## src/rtl/stmn_frame_aligner.sv

```systemverilog
// Byte-serial STM-N frame aligner: hunts for the A1/A2 framing run, confirms alignment over
// several frames and tags every byte with its row/column position, one clock after input.
module stmn_frame_aligner #(
    parameter int unsigned N           = 1,
    parameter int unsigned ROWS        = 9,
    parameter logic [7:0]  A1_BYTE     = 8'hF6,
    parameter logic [7:0]  A2_BYTE     = 8'h28,
    parameter int unsigned SYNC_FRAMES = 2,
    parameter int unsigned LOSS_FRAMES = 4,
    parameter int unsigned COL_W       = $clog2(270 * N)
) (
    input  logic             clk,
    input  logic             rst_n,
    input  logic [7:0]       din,
    input  logic             din_valid,
    output logic [7:0]       dout,
    output logic             dout_valid,
    output logic [3:0]       row,
    output logic [COL_W-1:0] col,
    output logic             frame_start,
    output logic             in_sync,
    output logic             lof
);

    localparam int unsigned HcW = $clog2(6 * N + 1);

    localparam logic [HcW-1:0]   HcOne      = HcW'(1);
    localparam logic [HcW-1:0]   HcA1End    = HcW'(3 * N);
    localparam logic [HcW-1:0]   HcDone     = HcW'(6 * N);
    localparam logic [COL_W-1:0] ColOne     = COL_W'(1);
    localparam logic [COL_W-1:0] ColA2First = COL_W'(3 * N);
    localparam logic [COL_W-1:0] ColChkLast = COL_W'(6 * N - 1);
    localparam logic [COL_W-1:0] ColResume  = COL_W'(6 * N);
    localparam logic [COL_W-1:0] ColLast    = COL_W'(270 * N - 1);
    localparam logic [3:0]       RowOne     = 4'd1;
    localparam logic [3:0]       RowLast    = 4'(ROWS - 1);
    localparam logic [2:0]       CntOne     = 3'd1;
    localparam logic [2:0]       SyncTarget = 3'(SYNC_FRAMES);
    localparam logic [2:0]       LossTarget = 3'(LOSS_FRAMES);

    localparam logic [1:0] StHunt    = 2'd0;
    localparam logic [1:0] StPresync = 2'd1;
    localparam logic [1:0] StSync    = 2'd2;

    logic [1:0]       state_q, state_d;
    logic [HcW-1:0]   hc_q, hc_d;
    logic [3:0]       pos_row_q, pos_row_d;
    logic [COL_W-1:0] pos_col_q, pos_col_d;
    logic             err_q, err_d;
    logic [2:0]       good_q, good_d;
    logic [2:0]       bad_q, bad_d;
    logic             lof_d;

    logic [7:0]       dout_q;
    logic             dout_valid_q;
    logic [3:0]       row_q;
    logic [COL_W-1:0] col_q;
    logic             frame_start_q;
    logic             lof_q;

    logic [HcW-1:0]   hunt_next;
    logic [3:0]       pos_row_nxt;
    logic [COL_W-1:0] pos_col_nxt;
    logic             aligned;
    logic             in_chk;
    logic [7:0]       exp_byte;
    logic             mismatch;
    logic             verdict;
    logic             frame_ok;
    logic [2:0]       good_inc;
    logic [2:0]       bad_inc;

    assign aligned  = (state_q == StPresync) || (state_q == StSync);
    assign in_chk   = aligned && (pos_row_q == '0) && (pos_col_q <= ColChkLast);
    assign exp_byte = (pos_col_q < ColA2First) ? A1_BYTE : A2_BYTE;
    assign mismatch = in_chk && (din != exp_byte);
    assign verdict  = aligned && (pos_row_q == '0) && (pos_col_q == ColChkLast);
    assign frame_ok = !err_q && !mismatch;
    assign good_inc = good_q + CntOne;
    assign bad_inc  = bad_q + CntOne;

    // Hunt counter: A1 run of at least 3N followed by exactly 3N A2 bytes.
    always_comb begin
        hunt_next = '0;
        if (hc_q < HcA1End) begin
            if (din == A1_BYTE) begin
                hunt_next = hc_q + HcOne;
            end
        end else if (din == A2_BYTE) begin
            hunt_next = hc_q + HcOne;
        end else if (din == A1_BYTE) begin
            hunt_next = (hc_q == HcA1End) ? hc_q : HcOne;
        end
    end

    always_comb begin
        pos_col_nxt = pos_col_q + ColOne;
        pos_row_nxt = pos_row_q;
        if (pos_col_q == ColLast) begin
            pos_col_nxt = '0;
            pos_row_nxt = (pos_row_q == RowLast) ? '0 : pos_row_q + RowOne;
        end
    end

    always_comb begin
        state_d   = state_q;
        hc_d      = hc_q;
        pos_row_d = pos_row_q;
        pos_col_d = pos_col_q;
        err_d     = err_q;
        good_d    = good_q;
        bad_d     = bad_q;
        lof_d     = 1'b0;
        if (din_valid) begin
            case (state_q)
                StHunt: begin
                    if (hunt_next == HcDone) begin
                        // The last A2 sits at row 0, col 6N-1; resume counting just after it.
                        state_d   = StPresync;
                        hc_d      = '0;
                        pos_row_d = '0;
                        pos_col_d = ColResume;
                        err_d     = 1'b0;
                        good_d    = '0;
                        bad_d     = '0;
                    end else begin
                        hc_d = hunt_next;
                    end
                end
                StPresync, StSync: begin
                    pos_row_d = pos_row_nxt;
                    pos_col_d = pos_col_nxt;
                    err_d     = err_q | mismatch;
                    if (verdict) begin
                        err_d = 1'b0;
                        if (state_q == StPresync) begin
                            if (frame_ok) begin
                                good_d = good_inc;
                                if (good_inc == SyncTarget) begin
                                    state_d = StSync;
                                    bad_d   = '0;
                                end
                            end else begin
                                state_d   = StHunt;
                                hc_d      = '0;
                                pos_row_d = '0;
                                pos_col_d = '0;
                            end
                        end else if (frame_ok) begin
                            bad_d = '0;
                        end else begin
                            bad_d = bad_inc;
                            if (bad_inc == LossTarget) begin
                                state_d   = StHunt;
                                hc_d      = '0;
                                pos_row_d = '0;
                                pos_col_d = '0;
                                bad_d     = '0;
                                lof_d     = 1'b1;
                            end
                        end
                    end
                end
                default: begin
                    state_d = StHunt;
                    hc_d    = '0;
                end
            endcase
        end
    end

    always_ff @(posedge clk or negedge rst_n) begin
        if (!rst_n) begin
            state_q   <= StHunt;
            hc_q      <= '0;
            pos_row_q <= '0;
            pos_col_q <= '0;
            err_q     <= 1'b0;
            good_q    <= '0;
            bad_q     <= '0;
        end else begin
            state_q   <= state_d;
            hc_q      <= hc_d;
            pos_row_q <= pos_row_d;
            pos_col_q <= pos_col_d;
            err_q     <= err_d;
            good_q    <= good_d;
            bad_q     <= bad_d;
        end
    end

    // Tags reflect the state the byte was received in, so the byte completing the hunt is
    // still reported as unaligned.
    always_ff @(posedge clk or negedge rst_n) begin
        if (!rst_n) begin
            dout_q        <= '0;
            dout_valid_q  <= 1'b0;
            row_q         <= '0;
            col_q         <= '0;
            frame_start_q <= 1'b0;
            lof_q         <= 1'b0;
        end else begin
            dout_valid_q  <= din_valid;
            lof_q         <= lof_d;
            frame_start_q <= din_valid && aligned && (pos_row_q == '0) && (pos_col_q == '0);
            if (din_valid) begin
                dout_q <= din;
                row_q  <= aligned ? pos_row_q : '0;
                col_q  <= aligned ? pos_col_q : '0;
            end
        end
    end

    assign dout        = dout_q;
    assign dout_valid  = dout_valid_q;
    assign row         = row_q;
    assign col         = col_q;
    assign frame_start = frame_start_q;
    assign in_sync     = (state_q == StSync);
    assign lof         = lof_q;

endmodule

```

## config.mk

```make
export PLATFORM = sky130hd
export DESIGN_NAME = stmn_frame_aligner
export DESIGN_NICKNAME = d
export VERILOG_FILES = /design/src/rtl/stmn_frame_aligner.sv
export SDC_FILE = /design/constraint.sdc
export NUM_CORES = 1
export LEC_CHECK = 0
export CORE_UTILIZATION = 35
export DETAILED_ROUTE_END_ITERATION = 16
export PLACE_DENSITY = 0.55
export SYNTH_ARGS = -nofsm -noshare
export SYNTH_HDL_FRONTEND = slang
export SYNTH_SLANG_ARGS = --single-unit
```

## constraint.sdc

```tcl
create_clock -name clk -period 3.9 [get_ports clk]
set_input_delay 0.585 -clock clk [delete_from_list [all_inputs] [get_ports clk]]
set_output_delay 0.585 -clock clk [all_outputs]
set_load 0.02 [all_outputs]
```

==> metrics.md <==
| Metric | Value |
|---|---|
| Outcome | `complete, no violations` |
| Post-CTS Setup Bufs | `0` |
| DP HPWL | `between 4 and 5 mm` |
| Worst slack, placed | `slightly below 600 ps` |
| Setup TNS | `0 ps` |
| IO Port Bufs | `35` |
| Drt first pass iters | `4` |
| CTS tree | `built` |
| Vias/cell | `between 5 and 6` |
| Synth area leader | `dfrtp_1` |
| Post-DRT Antenna Nets | `0` |
| CTS H-tree lvls | `2` |
| Tot GR Track Use | `0.153` |
| Initial antenna violation count | `0` |
| Gates resized, CTS repair | `0` |
| Gpl congestion | `0.807` |
| Final setup fails | `0` |
| Die Y | `slightly above 90 µm` |
| Die X | `slightly above 90 µm` |
| Worst-Margin Slew | `about 770 ps` |
| Leakage | `about 1.4 nW` |
| Slew margin rel. | `0.489` |
| Main synth FF type | `dfrtp_1` |
| Worst setup SP type | `register` |
| # IOs | `36` |
| RSZ-0062 raised after global routing | `false` |
| Top cells by count, synth | `dfrtp_1 (49), inv_1 (29), o21ai_0 (29)` |
| Die area | `~8500 µm²` |
| TritonCTS Buffers | `5` |
| Worst-case clock buffer depth | `2` |
| Worst EP arrival | `3250 ps` |
| Crit path capture type | `register` |
| Nets | `approximately 360` |
| Crit-path max FO | `7` |
| Clock skew | `between 10 and 15 ps` |
| EDFF count, synth | `0` |
| Critical Path RT | `about 4000 ps` |
| Clk pin slew, worst setup/hold paths | `~100 ps` |
| Post-route DRC | `0` |
| Max Cap Violations | `0` |
| Power density cells | `between 500 and 600 nW/µm²` |
| Critical Path Slowest Stage Cell | `or4bb_1` |
| Final critical-path required period | `between 3000 and 4000 ps` |
| Post-Syn Area | `~2900 µm²` |
| CP delay by family, top | `simple AND/OR/NAND/NOR gates` |
| Row count | `32` |
| Antenna Cells | `0` |
| Sequence of cells on the critical path | `inv_1 -> ha_1 -> or4bb_1 -> nor3_1 -> a31oi_1 -> or2_1 -> a211oi_1 -> o211ai_2 -> mux2_1` |
| Vias in the first global route | `2067` |
| Tot Pwr | `approximately 1.8 mW` |
| Most instantiated library cell after synthesis | `dfrtp_1` |
| Cts hold-fix bufs | `0` |
| Maximum vdd ir drop | `264 µV` |
| WS Path Type | `register to register` |
| Async SR Flop Fraction | `1.00` |
| Final hold vios | `0` |
| DRT iter0 DRCs | `97` |
| Clk root buf | `clkbuf_8` |
| Flops & latches, synth | `49` |
| DRT Wirelength | `6.18 mm` |
| Area growth syn-to-layout | `18.3%` |
| Placed insts | `426` |
| Sequential share of the synthesized area | `0.429` |
| Core area | `~7800 µm²` |
| First-pass GRT wire length | `around 10 mm` |
| Syn Area/Cell | `9.60 µm²` |
| Largest net degree at the start of global routing | `40` |
| Slew Limit Fails | `0` |
| Finished Layout Cells | `approximately 430` |
| Top cells by area, synth | `dfrtp_1 (43%), ha_1 (7.0%), o21ai_0 (5.1%)` |
| Clk sinks | `~50` |
| HP Class | `input port to asynchronous set/reset pin` |
| Min Hold Slack | `335 ps` |
| Routed vias | `roughly 2200` |
| WL/cell | `roughly 14 µm` |
| Fill cells | `773` |
| Share of cells above drive strength 1 | `0.114` |
| Netlist cell types | `62` |
| Final worst slack | `roughly 850 ps` |
| Slowest stage delay, CP | `520 ps` |
| Tcrit/Tclk final | `0.783` |
| Top cell type's share of synthesized area | `0.429` |
| GRT Residual Overflow | `0` |
| Starting Density | `0.367` |
| Worst-Skew Late Latency | `roughly 310 ps` |
| Fmax achieved | `328 MHz` |
| Net count after synthesis | `325` |
| Ys Warns | `0` |
| Buf+Inv Stages, Crit Path | `1` |
| Post-synthesis cell count | `around 300` |
[worst paths after layout]
path | from | endpoint | slack (ps) | cells after the start
worst max-delay path | pos_row_q[0] | state_q[0] | 850 | 9
worst min-delay path | rst_n | dout[4] | 330 | 1
worst max register to register | pos_row_q[0] | state_q[0] | 850 | 9
worst min register to register | dout[0] | dout[0] | 510 | 1
max in group asynchronous | rst_n | pos_col_q[3] | 2830 | 2
min in group clk | dout[0] | dout[0] | 510 | 1
[area by class of cell]
type	instances	area [µm²]	share of cell area
Clock buffer	6	72.6	0.0214
Clock inverter	2	10.0	0.00296
Inverter	29	109	0.0322
Multi-Input combinational cell	206	1460	0.431
Sequential cell	49	1230	0.362
Tap cell	102	128	0.0377
Timing Repair Buffer	40	383	0.113
[registers in the layout, indices dropped and copies added, names as in the netlist]
signal       count
pos_row_q        4
lof              1
good_q           3
hc_q             3
dout_valid       1
pos_col_q        9
bad_q            3
col              9
dout             8
state_q          2
row              4
err_q            1
frame_start      1
[power breakdown]
group	internal (mW)	switching, mW	total, mW
clock	0.125	0.178	0.303
sequential	0.590	0.0947	0.685
combinational	0.345	0.498	0.843
total	1.06	0.771	1.83
[metal layers]
layer | track usage | wire (µm)
met1 | 0.207 | 3150
met3 | 0.0296 | 188
met5 | 0 | 0
met4 | 0.0469 | 61
met2 | 0.245 | 2780
[cells in the final DEF (no fill, tap or decap), types with 3 or more instances in the layout]
master,netlist,final
a21o_1,5,5
a21oi_1,4,4
a22o_1,3,3
and3_1,4,4
buf_4,0,5
clkbuf_8,0,5
clkdlybuf4s50_1,0,34
dfrtp_1,49,49
ha_1,16,16
inv_1,29,29
mux2_2,8,8
nand2_1,22,22
nand2b_1,6,6
nand3_1,25,25
nand3b_1,3,3
nand4_1,3,3
nand4b_1,3,3
nor2_1,14,14
nor3_1,3,3
nor4b_1,3,3
o21ai_0,29,29
o21ai_1,5,5
o31ai_1,4,4
[cells by family after synthesis]
| group | count (synthesis) | synth area share |
|---|---|---|
| adder cells (fa/ha/maj) | 16 | 0.0700 |
| AND/OR/NAND/NOR | 106 | 0.217 |
| buffers and inverters | 43 | 0.0621 |
| AO/OA/AOI/OAI | 71 | 0.172 |
| XOR/XNOR | 1 | 0.00306 |
| multiplexers | 12 | 0.0477 |
| flip-flops | 49 | 0.429 |
[metrics by stage]
stage / cell area (µm²) / util
after floorplan: 2860 / -
after global placement: 3300 / 0.423
after detailed placement: 3300 / 0.423
after CTS: 3390 / 0.434
after global routing: 3390 / 0.434
final: 3390 / 0.434
[worst reg2reg max path: stages, from the launching register on]
cell	delay (ps)
dfrtp_1	450
inv_1	100
ha_1	190
or4bb_1	520
nor3_1	230
a31oi_1	270
or2_1	390
a211oi_1	280
o211ai_2	160
mux2_1	350
No activity file was read; power rests on OpenSTA's default activity.
